File: config.mk
export PLATFORM = sky130hd
export DESIGN_NAME = pipe_ctrl_flat
export DESIGN_NICKNAME = d
export VERILOG_FILES = /design/src/rtl/pipe_ctrl_pkg.sv /design/src/rtl/pipe_ctrl_if.sv /design/src/rtl/pipe_ctrl_hazard.sv /design/src/rtl/pipe_ctrl.sv /design/src/flat_wrapper.sv
export SDC_FILE = /design/constraint.sdc
export NUM_CORES = 1
export LEC_CHECK = 0
export CAP_MARGIN = 20
export CORE_MARGIN = 8
export CORE_UTILIZATION = 25
export CTS_CLUSTER_SIZE = 28
export DETAILED_ROUTE_END_ITERATION = 12
export MAX_ROUTING_LAYER = met4
export PLACE_DENSITY = 0.84
export SETUP_SLACK_MARGIN = 0.2
export SYNTH_ARGS = -nofsm -noshare
export SYNTH_HDL_FRONTEND = slang
export SYNTH_SLANG_ARGS = --single-unit
File: constraint.sdc
create_clock -name clk -period 2.56 [get_ports clk]
set_clock_uncertainty 0.15 [all_clocks]
set_input_delay 0.768 -clock clk [delete_from_list [all_inputs] [get_ports clk]]
set_output_delay 0.768 -clock clk [all_outputs]
set_load 0.1 [all_outputs]
File: src/rtl/pipe_ctrl_pkg.sv
// -----------------------------------------------------------------------------
// pipe_ctrl_pkg
// Shared definitions for the pipeline control unit of the three-stage core.
//   state_t      : halt state machine encoding (RUN/DRAIN/HALTED/RESUME)
//   NOP_INST     : bubble instruction loaded by a flushed stage
//   ZERO_REG     : architectural x0, never a real hazard source
//   DRAIN_CNT_W  : width of the drain down-counter (DRAIN_CYCLES up to 15)
// -----------------------------------------------------------------------------
package pipe_ctrl_pkg;

    typedef enum logic [1:0] {
        RUN    = 2'd0,
        DRAIN  = 2'd1,
        HALTED = 2'd2,
        RESUME = 2'd3
    } state_t;

    localparam logic [31:0] NOP_INST    = 32'h0000_0013;
    localparam logic [4:0]  ZERO_REG    = 5'd0;
    localparam int          DRAIN_CNT_W = 4;

endpackage

File: src/rtl/pipe_ctrl_if.sv
// -----------------------------------------------------------------------------
// pipe_ctrl_if
// Bundles the hazard/redirect inputs and the per-stage control outputs of
// pipe_ctrl.
//   modport slave  : pipe_ctrl side (consumes *_i, produces *_o)
//   modport master : core / testbench side (produces *_i, consumes *_o)
// -----------------------------------------------------------------------------
interface pipe_ctrl_if;

    // Requests from ex / id / debug
    logic        jump_en_i;
    logic [31:0] jump_addr_i;
    logic        ex_busy_i;
    logic [4:0]  id_rs1_addr_i;
    logic [4:0]  id_rs2_addr_i;
    logic        id_rs1_used_i;
    logic        id_rs2_used_i;
    logic [4:0]  id_ex_rd_addr_i;
    logic        id_ex_is_load_i;
    logic        halt_req_i;

    // Controls to pc_reg / if_id / id_ex and status
    logic        pc_jump_en_o;
    logic [31:0] pc_jump_addr_o;
    logic        pc_hold_o;
    logic        if_id_hold_o;
    logic        id_ex_hold_o;
    logic        if_id_flush_o;
    logic        id_ex_flush_o;
    logic        halt_ack_o;
    logic [31:0] stall_cnt_o;
    logic [31:0] flush_cnt_o;

    modport slave (
        input  jump_en_i, jump_addr_i, ex_busy_i,
               id_rs1_addr_i, id_rs2_addr_i, id_rs1_used_i, id_rs2_used_i,
               id_ex_rd_addr_i, id_ex_is_load_i, halt_req_i,
        output pc_jump_en_o, pc_jump_addr_o, pc_hold_o, if_id_hold_o,
               id_ex_hold_o, if_id_flush_o, id_ex_flush_o, halt_ack_o,
               stall_cnt_o, flush_cnt_o
    );

    modport master (
        output jump_en_i, jump_addr_i, ex_busy_i,
               id_rs1_addr_i, id_rs2_addr_i, id_rs1_used_i, id_rs2_used_i,
               id_ex_rd_addr_i, id_ex_is_load_i, halt_req_i,
        input  pc_jump_en_o, pc_jump_addr_o, pc_hold_o, if_id_hold_o,
               id_ex_hold_o, if_id_flush_o, id_ex_flush_o, halt_ack_o,
               stall_cnt_o, flush_cnt_o
    );

endinterface

File: src/rtl/pipe_ctrl_hazard.sv
// -----------------------------------------------------------------------------
// pipe_ctrl_hazard
// Purely combinational load-use detector. Flags the case where the id
// instruction reads a register that the load currently in id_ex will write,
// so the consumer must wait one cycle for the load data.
//   rs1_addr, rs2_addr : id source registers
//   rs1_used, rs2_used : id instruction actually reads that source
//   rd_addr            : id_ex destination register
//   is_load            : id_ex instruction is a load
//   hazard             : load-use hazard this cycle
// -----------------------------------------------------------------------------
module pipe_ctrl_hazard
    import pipe_ctrl_pkg::*;
(
    input  logic [4:0] rs1_addr,
    input  logic [4:0] rs2_addr,
    input  logic       rs1_used,
    input  logic       rs2_used,
    input  logic [4:0] rd_addr,
    input  logic       is_load,
    output logic       hazard
);

    logic rs1_match;
    logic rs2_match;

    assign rs1_match = rs1_used && (rs1_addr == rd_addr);
    assign rs2_match = rs2_used && (rs2_addr == rd_addr);

    // x0 writes are discarded, so a load to x0 never produces a dependency.
    assign hazard = is_load && (rd_addr != ZERO_REG) && (rs1_match || rs2_match);

endmodule

File: src/rtl/pipe_ctrl.sv
// -----------------------------------------------------------------------------
// pipe_ctrl
// Pipeline control unit for the pc_reg -> if_id -> id_ex -> ex core. Resolves
// redirect, ex-busy, debug-halt and load-use conditions into per-stage hold /
// flush controls and the PC redirect, and runs the debug-halt state machine
// (RUN -> DRAIN -> HALTED -> RESUME -> RUN).
//   clk  : core clock
//   rst  : synchronous, active-high reset
//   bus  : pipe_ctrl_if.slave (requests in, stage controls / status out)
// Parameter DRAIN_CYCLES (1..15): cycles spent in DRAIN before HALTED.
// Optional feature macro PIPE_CTRL_PERF_EN: enables the stall/flush
// performance counters; without it both counter outputs are tied to 0.
// -----------------------------------------------------------------------------
module pipe_ctrl
    import pipe_ctrl_pkg::*;
#(
    parameter int unsigned DRAIN_CYCLES = 1
)(
    input  logic         clk,
    input  logic         rst,
    pipe_ctrl_if.slave   bus
);

    state_t                 state, state_next;
    logic [DRAIN_CNT_W-1:0] drain_cnt, drain_cnt_next;
    logic                   halt_ack;
    logic                   hazard;

    logic                   pc_jump_en;
    logic [31:0]            pc_jump_addr;
    logic                   pc_hold;
    logic                   if_id_hold;
    logic                   id_ex_hold;
    logic                   if_id_flush;
    logic                   id_ex_flush;

    pipe_ctrl_hazard u_hazard (
        .rs1_addr (bus.id_rs1_addr_i),
        .rs2_addr (bus.id_rs2_addr_i),
        .rs1_used (bus.id_rs1_used_i),
        .rs2_used (bus.id_rs2_used_i),
        .rd_addr  (bus.id_ex_rd_addr_i),
        .is_load  (bus.id_ex_is_load_i),
        .hazard   (hazard)
    );

    // ---------------------------------------------------------------------
    // Halt FSM: next state and drain counter
    // ---------------------------------------------------------------------
    always_comb begin
        // NOTE: every signal written here gets a default first, so no path
        // leaves it unassigned and no latch is inferred.
        state_next     = state;
        drain_cnt_next = drain_cnt;
        unique case (state)
            RUN: begin
                if (bus.halt_req_i) begin
                    state_next     = DRAIN;
                    drain_cnt_next = DRAIN_CNT_W'(DRAIN_CYCLES - 1);
                end
            end
            DRAIN: begin
                // A frozen pipeline (ex busy, not overridden by a redirect)
                // makes no drain progress; a redirect lets the drain proceed.
                if (!(bus.ex_busy_i && !bus.jump_en_i)) begin
                    if (drain_cnt == '0) begin
                        state_next = HALTED;
                    end else begin
                        drain_cnt_next = drain_cnt - 1'b1;
                    end
                end
            end
            HALTED: begin
                if (!bus.halt_req_i) begin
                    state_next = RESUME;
                end
            end
            RESUME: begin
                state_next = RUN;
            end
            default: begin
                state_next = RUN;
            end
        endcase
    end

    always_ff @(posedge clk) begin
        // NOTE: sequential state uses non-blocking assignments so every flop
        // samples pre-edge values regardless of process ordering.
        if (rst) begin
            state     <= RUN;
            drain_cnt <= '0;
            halt_ack  <= 1'b0;
        end else begin
            state     <= state_next;
            drain_cnt <= drain_cnt_next;
            // Registered acknowledge: high exactly while the FSM sits in HALTED.
            halt_ack  <= (state_next == HALTED);
        end
    end

    // ---------------------------------------------------------------------
    // Priority mux: redirect > ex busy > drain/halted > load-use > idle
    // ---------------------------------------------------------------------
    always_comb begin
        pc_jump_en   = 1'b0;
        pc_jump_addr = '0;
        pc_hold      = 1'b0;
        if_id_hold   = 1'b0;
        id_ex_hold   = 1'b0;
        if_id_flush  = 1'b0;
        id_ex_flush  = 1'b0;
        if (!rst) begin
            if (bus.jump_en_i) begin
                pc_jump_en   = 1'b1;
                pc_jump_addr = bus.jump_addr_i;
                if_id_flush  = 1'b1;
                id_ex_flush  = 1'b1;
            end else if (bus.ex_busy_i) begin
                pc_hold    = 1'b1;
                if_id_hold = 1'b1;
                id_ex_hold = 1'b1;
            end else if (state == DRAIN || state == HALTED) begin
                // Keep the id instruction, let ex finish, feed bubbles behind it.
                pc_hold     = 1'b1;
                if_id_hold  = 1'b1;
                id_ex_flush = 1'b1;
            end else if (hazard) begin
                pc_hold     = 1'b1;
                if_id_hold  = 1'b1;
                id_ex_flush = 1'b1;
            end
        end
    end

    assign bus.pc_jump_en_o   = pc_jump_en;
    assign bus.pc_jump_addr_o = pc_jump_addr;
    assign bus.pc_hold_o      = pc_hold;
    assign bus.if_id_hold_o   = if_id_hold;
    assign bus.id_ex_hold_o   = id_ex_hold;
    assign bus.if_id_flush_o  = if_id_flush;
    assign bus.id_ex_flush_o  = id_ex_flush;
    assign bus.halt_ack_o     = halt_ack;

    // ---------------------------------------------------------------------
    // Optional performance counters (wrap naturally at 32 bits)
    // ---------------------------------------------------------------------
`ifdef PIPE_CTRL_PERF_EN
    logic [31:0] stall_cnt;
    logic [31:0] flush_cnt;

    always_ff @(posedge clk) begin
        if (rst) begin
            stall_cnt <= '0;
            flush_cnt <= '0;
        end else begin
            if (pc_hold) begin
                stall_cnt <= stall_cnt + 32'd1;
            end
            if (if_id_flush || id_ex_flush) begin
                flush_cnt <= flush_cnt + 32'd1;
            end
        end
    end

    assign bus.stall_cnt_o = stall_cnt;
    assign bus.flush_cnt_o = flush_cnt;
`else
    assign bus.stall_cnt_o = '0;
    assign bus.flush_cnt_o = '0;
`endif

endmodule

File: src/flat_wrapper.sv
// flat-port wrapper written by rule: the top's interface ports become plain ports
module pipe_ctrl_flat import pipe_ctrl_pkg::*;
#(
    parameter int unsigned DRAIN_CYCLES = 1
)
  (clk, rst, bus_jump_en_i, bus_jump_addr_i, bus_ex_busy_i, bus_id_rs1_addr_i, bus_id_rs2_addr_i, bus_id_rs1_used_i, bus_id_rs2_used_i, bus_id_ex_rd_addr_i, bus_id_ex_is_load_i, bus_halt_req_i, bus_pc_jump_en_o, bus_pc_jump_addr_o, bus_pc_hold_o, bus_if_id_hold_o, bus_id_ex_hold_o, bus_if_id_flush_o, bus_id_ex_flush_o, bus_halt_ack_o, bus_stall_cnt_o, bus_flush_cnt_o);
  pipe_ctrl_if bus_i ();
  input  logic clk;
  input  logic rst;
  input wire logic [$bits(bus_i.jump_en_i)-1:0] bus_jump_en_i;
  input wire logic [$bits(bus_i.jump_addr_i)-1:0] bus_jump_addr_i;
  input wire logic [$bits(bus_i.ex_busy_i)-1:0] bus_ex_busy_i;
  input wire logic [$bits(bus_i.id_rs1_addr_i)-1:0] bus_id_rs1_addr_i;
  input wire logic [$bits(bus_i.id_rs2_addr_i)-1:0] bus_id_rs2_addr_i;
  input wire logic [$bits(bus_i.id_rs1_used_i)-1:0] bus_id_rs1_used_i;
  input wire logic [$bits(bus_i.id_rs2_used_i)-1:0] bus_id_rs2_used_i;
  input wire logic [$bits(bus_i.id_ex_rd_addr_i)-1:0] bus_id_ex_rd_addr_i;
  input wire logic [$bits(bus_i.id_ex_is_load_i)-1:0] bus_id_ex_is_load_i;
  input wire logic [$bits(bus_i.halt_req_i)-1:0] bus_halt_req_i;
  output wire logic [$bits(bus_i.pc_jump_en_o)-1:0] bus_pc_jump_en_o;
  output wire logic [$bits(bus_i.pc_jump_addr_o)-1:0] bus_pc_jump_addr_o;
  output wire logic [$bits(bus_i.pc_hold_o)-1:0] bus_pc_hold_o;
  output wire logic [$bits(bus_i.if_id_hold_o)-1:0] bus_if_id_hold_o;
  output wire logic [$bits(bus_i.id_ex_hold_o)-1:0] bus_id_ex_hold_o;
  output wire logic [$bits(bus_i.if_id_flush_o)-1:0] bus_if_id_flush_o;
  output wire logic [$bits(bus_i.id_ex_flush_o)-1:0] bus_id_ex_flush_o;
  output wire logic [$bits(bus_i.halt_ack_o)-1:0] bus_halt_ack_o;
  output wire logic [$bits(bus_i.stall_cnt_o)-1:0] bus_stall_cnt_o;
  output wire logic [$bits(bus_i.flush_cnt_o)-1:0] bus_flush_cnt_o;
  assign bus_i.jump_en_i = bus_jump_en_i;
  assign bus_i.jump_addr_i = bus_jump_addr_i;
  assign bus_i.ex_busy_i = bus_ex_busy_i;
  assign bus_i.id_rs1_addr_i = bus_id_rs1_addr_i;
  assign bus_i.id_rs2_addr_i = bus_id_rs2_addr_i;
  assign bus_i.id_rs1_used_i = bus_id_rs1_used_i;
  assign bus_i.id_rs2_used_i = bus_id_rs2_used_i;
  assign bus_i.id_ex_rd_addr_i = bus_id_ex_rd_addr_i;
  assign bus_i.id_ex_is_load_i = bus_id_ex_is_load_i;
  assign bus_i.halt_req_i = bus_halt_req_i;
  assign bus_pc_jump_en_o = bus_i.pc_jump_en_o;
  assign bus_pc_jump_addr_o = bus_i.pc_jump_addr_o;
  assign bus_pc_hold_o = bus_i.pc_hold_o;
  assign bus_if_id_hold_o = bus_i.if_id_hold_o;
  assign bus_id_ex_hold_o = bus_i.id_ex_hold_o;
  assign bus_if_id_flush_o = bus_i.if_id_flush_o;
  assign bus_id_ex_flush_o = bus_i.id_ex_flush_o;
  assign bus_halt_ack_o = bus_i.halt_ack_o;
  assign bus_stall_cnt_o = bus_i.stall_cnt_o;
  assign bus_flush_cnt_o = bus_i.flush_cnt_o;
  pipe_ctrl #(.DRAIN_CYCLES(DRAIN_CYCLES)) u_core (.clk(clk), .rst(rst), .bus(bus_i));
endmodule
* After elaboration in Yosys (flattened, before gate mapping) *
Index checks and enable logic that the tools add are counted.

storage, ports and cells
  flip-flop bits (word level) = 7
  input bits = 55

cells by class
  reduce and logical (&&, ||, !) cells = 13
  $add $sub $neg = 1
  mux-type cells = 24
  equality and inequality tests = 9

operators with widths
  kind                                                                 count
  32-bit two-way mux                                                   2
  1-bit two-way mux                                                    13
  4-bit two-way mux                                                    3
  5-bit == test                                                        2
  2-bit two-way mux                                                    4
  2-bit case mux with 4 select lines                                   1
  4-bit case mux with 2 select lines                                   1
  2-bit == test (second input constant)                                3
  2-bit inequality test (second input constant)                        3
  1-bit logical AND                                                    5
  5-bit nonzero test                                                   1
  4-bit zero test                                                      1
  4-bit AND reduction                                                  1
  4-bit by 1-bit subtractor with 4-bit output (second input constant)  1
  2-bit by 1-bit == test with 1-bit output (second input constant)     1
  2-bit zero test                                                      1
  1-bit logical OR                                                     2
  2-bit nonzero test                                                   1
  1-bit zero test                                                      1

* Longest topological paths before layout *
Gate-level depths: netlist of run 1.

  depth after elaboration = 9
  gate-level depth with buffers = 6
  depth with buffers taken out = 6

* By module *
A second synthesis of run 1 with hierarchy kept.

unflattened totals
  cell total of the unflattened synthesis = 180
  area total of the unflattened synthesis = 1358.8 µm²

by module, submodules not included
  module            area each (µm²)  cells each  sequential area each (µm²)  times used
  pipe_ctrl         1224.9           163         140.1                       1
  pipe_ctrl_hazard  133.9            17          0.0                         1

* Worst setup path before layout of run 1 *
Ideal clock, no wire load.

  kind = input -> output
  from = input bus_id_ex_rd_addr_i[3]
  to = output bus_pc_hold_o
  path buffers = 1
  data required time = 1.642 ns
  data arrival time = 4.060 ns
  slack = -2.418 ns
  stages = 5
  path through = xor2_1 -> nor4_1 -> a32oi_1 -> o21ai_0 -> buf_4

on the way
  cells in the longest elaborated chain, start to end = 9
  elaborated cells between the ends (all ways) = 13
  those cells by class = eq/ne: 2; mux: 5; reduce/logical: 6

RTL lines
  element                               line                                            source
  start: declaration                    flat_wrapper.sv:17                              input wire logic [$bits(bus_i.id_ex_rd_addr_i)-1:0] bus_id_ex_rd_addr_i;
  5-bit == test (on tied branches)      pipe_ctrl_hazard.sv:27, pipe_ctrl_hazard.sv:28
  1-bit logical AND (on tied branches)  pipe_ctrl_hazard.sv:27, pipe_ctrl_hazard.sv:28
  1-bit logical OR                      pipe_ctrl_hazard.sv:31                          assign hazard = is_load && (rd_addr != ZERO_REG) && (rs1_match || rs2_match);
  1-bit logical AND (*)                 pipe_ctrl_hazard.sv:31
  1-bit two-way mux (*) (5 in series)   n/a
  end: declaration                      flat_wrapper.sv:22                              output wire logic [$bits(bus_i.pc_hold_o)-1:0] bus_pc_hold_o;

Every way passes the cells marked *; elsewhere a longest branch is shown, timed or not.

* Final worst setup path of run 1 *
  from = input bus_id_rs1_addr_i[3]
  to = output bus_if_id_hold_o

on the way
  cells in the longest elaborated chain, start to end = 9

RTL lines
  element             line                    source
  start: declaration  flat_wrapper.sv:13      input wire logic [$bits(bus_i.id_rs1_addr_i)-1:0] bus_id_rs1_addr_i;
  5-bit == test       pipe_ctrl_hazard.sv:27  assign rs1_match = rs1_used && (rs1_addr == rd_addr);
  1-bit logical AND   pipe_ctrl_hazard.sv:27
  1-bit logical OR    pipe_ctrl_hazard.sv:31
  1-bit logical AND   pipe_ctrl_hazard.sv:31
  1-bit two-way mux   pipe_ctrl.sv:128        end else if (hazard) begin
  1-bit two-way mux   pipe_ctrl.sv:123        end else if (state == DRAIN || state == HALTED) begin
  1-bit two-way mux   pipe_ctrl.sv:119        end else if (bus.ex_busy_i) begin
  1-bit two-way mux   pipe_ctrl.sv:114        if (bus.jump_en_i) begin
  1-bit two-way mux   pipe_ctrl.sv:113        if (!rst) begin
  end: declaration    flat_wrapper.sv:23      output wire logic [$bits(bus_i.if_id_hold_o)-1:0] bus_if_id_hold_o;

No other way between the ends.

==> results.md, run 1 <==
* Status: complete, but fails checks
* Violated checks: setup timing
* Met1 Use GR at 0.115
* Grt ovf at 0
* Top Ports at about 160
* Pre-antenna DRT Iters at 4
* Cts hold-fix bufs at 0
* Synth unique cells at 32
* #FFs+latches synth at 7
* Die X at around 89 um
* Final min period at 2.90 ns
* GRT Overall Usage at 0.127
* Grt met2 use at 0.273
* WP data arrival at 1.98 ns
* Max cap viols at 0
* Final HPWL DP at 4340 um
* Syn-to-layout area delta at 129%
* Inst Count DP at 346
* Residual DRC count at 0
* Via Count at 1413
* Core area at 5140 um^2
* Mapped Avg Cell Area at about 7.4 um^2
* Pleak at roughly 1.4 nW
* Worst-skew pair later-pin latency at roughly 0.22 ns
* DR WL/cell at 14.4 um
* Met3 track demand over resource at 0.0221
* Clk buf depth at 2
* WL final at 5300 um
* Diodes inserted at 0
* HP Class: reg -> reg
* RSZ-0062 raised after global routing: true
* Yosys warning total at 0
* Die H at 89.0 um
* Async SR Flop Fraction at 0
* Die ar. at 7920 um^2
* Root Driver: clkbuf_8
* Cell Rows at 26
* # setup viols final at 35
* H-tree depth at 1
* IO Port Bufs at 93
* Area of placed instances at 2670 um^2
* PD cells at 453 nW/um^2
* Post-Syn Area at 1330 um^2
* Area of the multi-input gates at 1060 um^2
* Power Total at 1.38 mW
* TritonCTS clock tree: yes
* ANT nets after route at 0
* Endpoint class of the critical path: primary output
* Max Slew Vio Count at 0
* First-pass GRT wire length at 7610 um
* Vias in the first global route at 1581
* Nets at 357
* 1st-iter DRT viols at 27
* Fill cell count at 444
* Startpoint Class: input port
* Peak VDD IR at roughly 0.32 mV
* Fmax at 0.345 GHz
* # clock sinks at 7
* Hold Vio Cnt, Final at 0
* Register area at 140 um^2
* Main flop type after synthesis: dfxtp_1
* Final hold slack at about 0.33 ns
* Setup ws final at -0.337 ns
* Crit Path Max Fanout at 2
* WP data required at 1.64 ns
* Via/cell ratio at 3.85
* Share of layout cells above drive strength 1 at 0.448
* Final instance area at 3050 um^2
* Number of synthesized flops with an enable pin at 0
* CTS clk-pin slew, worst paths at 0.04 ns
* Largest net degree at the start of global routing at 9
* Finished Layout Cells at 367
* Final period utilization at 1.13
* Initial core utilization at 0.259
* Final Wtd Congestion at just under 0.8
* Initial antenna violation count at 0
* Sequential area share after synthesis at 0.105
* Cts bufs inserted at 3
* Setup CP Type: in -> out
* Mapped Cells at 179
* Busiest grt layer: met2
## per-stage QoR
step	setup TNS (ns)	util	setup slack [ns]
after floorplan	-1.53	-	-0.599
after global placement	-15.04	0.519	-0.765
after detailed placement	-15.85	0.519	-0.774
after CTS	-2.14	0.588	-0.371
after global routing	-3.60	0.593	-0.373
final	-2.63	0.593	-0.337
## cells in the mapped netlist, types with 3 or more instances
cell type | count | area [um^2]
a21oi_1 | 5 | 25.0
and2_1 | 32 | 200
buf_4 | 66 | 495
clkbuf_1 | 4 | 15.0
dfxtp_1 | 7 | 140
ha_1 | 4 | 50.1
inv_1 | 5 | 18.8
nand2b_1 | 3 | 18.8
nor2_1 | 5 | 18.8
nor2b_1 | 4 | 25.0
o21ai_0 | 8 | 40.0
or4_1 | 3 | 22.5
xor2_1 | 8 | 70.1
## sequential cells by signal (all words and copies together) (netlist names)
| name | flops |
|---|---|
| u_core.state | 2 |
| u_core.drain_cnt | 4 |
| u_core.bus.halt_ack_o | 1 |
## kinds of logic after synthesis
group                      after synthesis  synth area share
AOI/OAI and AO/OA                       22             0.110
xor gates and xnor gates                10            0.0657
adders and majority gates                4            0.0376
buffers and inverters                   75             0.397
DFF                                      7             0.105
other                                    1           0.00281
and+or+nand+nor                         60             0.282
## worst max-delay path: stages
cell and delay (ns):
buf_6 0.09, xor2_1 0.16, nor4_2 0.31, a32oi_2 0.19, o21ai_4 0.25, buf_12 0.21
## cells in the final DEF, fill, tap and decap left out, types with 2 or more instances in the layout
cell type | synthesis | layout
nor2_1 | 5 | 3
buf_8 | 0 | 3
inv_1 | 5 | 5
o21ai_2 | 0 | 2
or4_1 | 3 | 2
o21ai_0 | 8 | 5
dlygate4sd2_1 | 0 | 5
a211oi_1 | 2 | 2
nor4_2 | 0 | 2
xor2_1 | 8 | 7
conb_1 | 1 | 64
buf_12 | 0 | 42
clkbuf_8 | 0 | 3
buf_2 | 0 | 6
nor2b_1 | 4 | 3
buf_4 | 66 | 10
xnor2_1 | 2 | 2
and2_4 | 0 | 32
or3_1 | 2 | 2
buf_6 | 0 | 14
a21oi_1 | 5 | 5
o31ai_1 | 2 | 2
dfxtp_1 | 7 | 7
buf_16 | 0 | 5
clkdlybuf4s50_1 | 0 | 35
ha_1 | 4 | 4
nand2b_4 | 0 | 2
## path summary, 6_finish.rpt
kind	depth (start not counted)	slack, ns	end	startpoint
hold / removal	2	0.33	u_core.drain_cnt[0]	u_core.drain_cnt[0]
setup reg to reg	6	0.61	u_core.drain_cnt[3]	u_core.state[1]
setup / recovery	6	-0.34	bus_if_id_hold_o	bus_id_rs1_addr_i[3]
hold reg to reg	2	0.33	u_core.drain_cnt[0]	u_core.drain_cnt[0]
## timing repair
item	CTS	global route
buffers inserted	12	0
pin swaps	28	7
gates cloned	5	0
gates resized for setup	87	8
setup endpoints to repair	40	38
## layer usage
metal | up-vias | part of all wire
met2 | 74 | 0.60
met4 | 0 | 0.0043
met5 | - | 0
met1 | 646 | 0.32
met3 | 4 | 0.074
li1 | 689 | -
## report_power, final
part	internal, mW	total (mW)	switching [mW]	leakage [nW]
sequential	0.123	0.133	0.00959	0.0571
clock	0.107	0.151	0.0434	0.0228
combinational	0.326	1.10	0.771	1.32
## area by class of cell
class,count,area share
tap,70,0.0288
sequential,7,0.0460
timing repair buffer,121,0.555
inverter,5,0.00616
multi-input combinational,160,0.349
clock buffer,4,0.0148
Power figures use the tool's default switching activity.
==> inputs of run 2 (changes only) <==
- TNS_END_PERCENT: default -> 1
==> run 2 against run 1 <==
The flow still finishes with violations (setup timing); clock power increased by 9%; wire length fell by 6.7%; final area down 11%; clock-buffer cell count down 1; register-to-register slack better by 0.02 ns; largest cell class unchanged; largest power group unchanged.
==> results.md, run 2 (same netlist as run 1, synthesis figures left out) <==
* Final HPWL DP at 4350 um (was 4340 um)
* Share of layout cells above drive strength 1 at 0.388 (was 0.448)
* Die H at 89.0 um (unchanged)
* GRT Overall Usage at 0.119 (was 0.127)
* Crit path from: bus_id_ex_rd_addr_i[1] (was bus_id_rs1_addr_i[3])
* Psw at 823 uW (was 824 uW)
* Area of placed instances at 2550 um^2 (was 2670 um^2)
* H-tree depth at 1 (unchanged)
* Crit Path Max Fanout at 2 (unchanged)
* Clk buf depth at 2 (unchanged)
* Fmax at 0.338 GHz (was 0.345 GHz)
* Core area at 5140 um^2 (unchanged)
* Die ar. at 7920 um^2 (unchanged)
* Via/cell ratio at 3.86 (was 3.85)
* Largest register by flop count: u_core.drain_cnt (unchanged)
* Die X at 89.0 um (unchanged)
* Finished Layout Cells at 348 (was 367)
* WP data required at 1.64 ns (about the same)
* TritonCTS clock tree: yes (unchanged)
* # clock sinks at 7 (unchanged)
* Grt ovf at 0 (unchanged)
* HP Class: reg -> reg (unchanged)
* Reg-to-Reg End: u_core.drain_cnt[3] (unchanged)
* Net Sw Frac at 0.625 (was 0.597)
* Commonest non-fill, non-tap cell in the layout: conb_1 (unchanged)
* DR WL/cell at 14.2 um (was 14.4 um)
* Setup CP Type: in -> out (unchanged)
* Final min period at 2.96 ns (was 2.90 ns)
* Startpoint Class: input port (unchanged)
* Initial antenna violation count at 0 (unchanged)
* Nets at 338 (was 357)
* Vias in the first global route at 1454 (was 1581)
* Sequential group share of total power at 0.100 (was 0.096)
* Max Slew Vio Count at 0 (unchanged)
* Max cap viols at 0 (unchanged)
* R2r setup slk at 0.63 ns (was 0.61 ns)
* CTS clk-pin slew, worst paths at 0.05 ns (was 0.04 ns)
* WP data arrival at 2.04 ns (was 1.98 ns)
* 1st-iter DRT viols at 9 (was 27)
* Violated checks: setup timing (unchanged)
* Peak VDD IR at 0.361 mV (was 0.323 mV)
* Number of flip-flops in the largest register at 4 (unchanged)
* ANT nets after route at 0 (unchanged)
* Worst-skew pair later-pin latency at 0.24 ns (was 0.22 ns)
* Initial core utilization at 0.259 (unchanged)
* Endpoint class of the critical path: primary output (unchanged)
* Inst Count DP at 343 (was 346)
* RSZ-0062 raised after global routing: true (unchanged)
* Residual DRC count at 0 (unchanged)
* Pre-antenna DRT Iters at 4 (unchanged)
* # setup viols final at 3 (was 35)
* Pleak at 1.28 nW (was 1.40 nW)
* Cts bufs inserted at 3 (unchanged)
* Cell Rows at 26 (unchanged)
* Root Driver: clkbuf_8 (unchanged)
* Util after Layout at 0.528 (was 0.593)
* Via Count at 1344 (was 1413)
* PD cells at 485 nW/um^2 (was 453 nW/um^2)
* Diodes inserted at 0 (unchanged)
* Clk pwr share at 0.125 (was 0.109)
* Worst reg-to-reg path cell count at 6 (unchanged)
* Syn-to-layout area delta at 104% (was 129%)
* WL final at 4940 um (was 5300 um)
* Final instance area at 2710 um^2 (was 3050 um^2)
* Reg-to-reg critical path startpoint: u_core.state[1] (unchanged)
* Worst Setup EP: bus_pc_hold_o (was bus_if_id_hold_o)
* Largest net degree at the start of global routing at 36 (was 9)
* Combinational share of power at 0.775 (was 0.795)
* Hold Vio Cnt, Final at 0 (unchanged)
* Status: complete, but fails checks (unchanged)
* IO Port Bufs at 93 (unchanged)
* Setup ws final at -0.402 ns (was -0.337 ns)
* Most frequent cells in the layout: 64 x conb_1, 39 x buf_12, 32 x and2_4, 26 x dlygate4sd2_1, 15 x clkdlybuf4s50_1 (was 64 x conb_1, 42 x buf_12, 35 x clkdlybuf4s50_1, 32 x and2_4, 14 x buf_6)
* Top Ports at 158 (unchanged)
* Final Wtd Congestion at 0.833 (was 0.784)
* Final period utilization at 1.16 (was 1.13)
* First-pass GRT wire length at 6990 um (was 7610 um)
* Cell internal pwr at 493 uW (was 557 uW)
[run 2: cell count changes in the layout (fill, tap and decap cells not counted), moves of 3 or more]
cell and delta:
buf_2 -3, buf_4 -4, buf_16 -5, clkdlybuf4s50_1 -20, clkdlybuf4s15_1 +5, buf_6 -10
dlygate4sd2_1 +21, buf_12 -3
[run 2: timing repair]
item                                    CTS  global route
pin swaps                                45            39
hold endpoints to repair                  0             0
gates resized for setup                 108            10
setup buffers                             1             0
gates cloned                              0             0
endpoints found under the setup margin   40            37
hold buffers                              0             0
[run 2: how the worst min path moves through the flow]
stage | startpoint | end | slack, ns | cells past startpoint
6_report | u_core.drain_cnt[1] | u_core.drain_cnt[1] | 0.33 | 2
5_1_grt | u_core.drain_cnt[1] | u_core.drain_cnt[1] | 0.36 | 2
4_1_cts | u_core.drain_cnt[0] | u_core.drain_cnt[0] | 0.34 | 2
3_5_place_dp | u_core.drain_cnt[0] | u_core.drain_cnt[0] | 0.33 | 2
3_3_place_gp | u_core.drain_cnt[1] | u_core.drain_cnt[1] | 0.32 | 2
2_1_floorplan | u_core.drain_cnt[1] | u_core.drain_cnt[1] | 0.31 | 2
[run 2: area by class of cell]
class	instances	area, um^2
fill	468	2430
sequential	7	140
clock buffer	3	41.3
inverter	5	18.8
timing repair buffer	102	1360
multi-input combinational	160	1060
tap	70	87.6
clock inverter	1	5.00
[run 2: worst max-delay path: stages]
cell     delay [ns]
buf_8          0.10
buf_6          0.10
xor2_1         0.14
nor4_2         0.31
a32oi_2        0.20
o21ai_4        0.23
buf_12         0.20
[run 2: metrics by stage]
stage | hold WS [ns] | setup slack, ns | setup TNS [ns] | power (mW)
global placement | 0.321 | -0.734 | -14.46 | 1.12
detailed placement | 0.330 | -0.788 | -15.97 | 1.13
CTS | 0.336 | -0.434 | -1.25 | 1.31
floorplan | 0.307 | -0.599 | -14.93 | 0.957
global route | 0.360 | -0.455 | -1.33 | 1.36
finish | 0.334 | -0.402 | -1.18 | 1.32
[run 2: power by group through the flow]
stage | sequential [mW] | combinational [mW] | clock (mW)
floorplan | 0.134 | 0.823 | 0
global placement | 0.132 | 0.989 | 0
detailed placement | 0.133 | 0.998 | 0
CTS | 0.131 | 1.01 | 0.169
global route | 0.133 | 1.06 | 0.173
finish | 0.132 | 1.02 | 0.165
[run 2: metal layers]
| layer | vias up | global-route usage | wire length (um) |
|---|---|---|---|
| li1 | 649 | - | - |
| met1 | 609 | 0.102 | 1520 |
| met2 | 79 | 0.220 | 2820 |
| met3 | 7 | 0.0524 | 526 |
| met4 | 0 | 0.0468 | 80 |
| met5 | - | - | 0 |
==> inputs of run 3 (changes only) <==
- CAP_MARGIN: 20 -> 10
==> results of run 3 <==
Same layout as run 2: the final DEF is identical, and so are final timing and power.
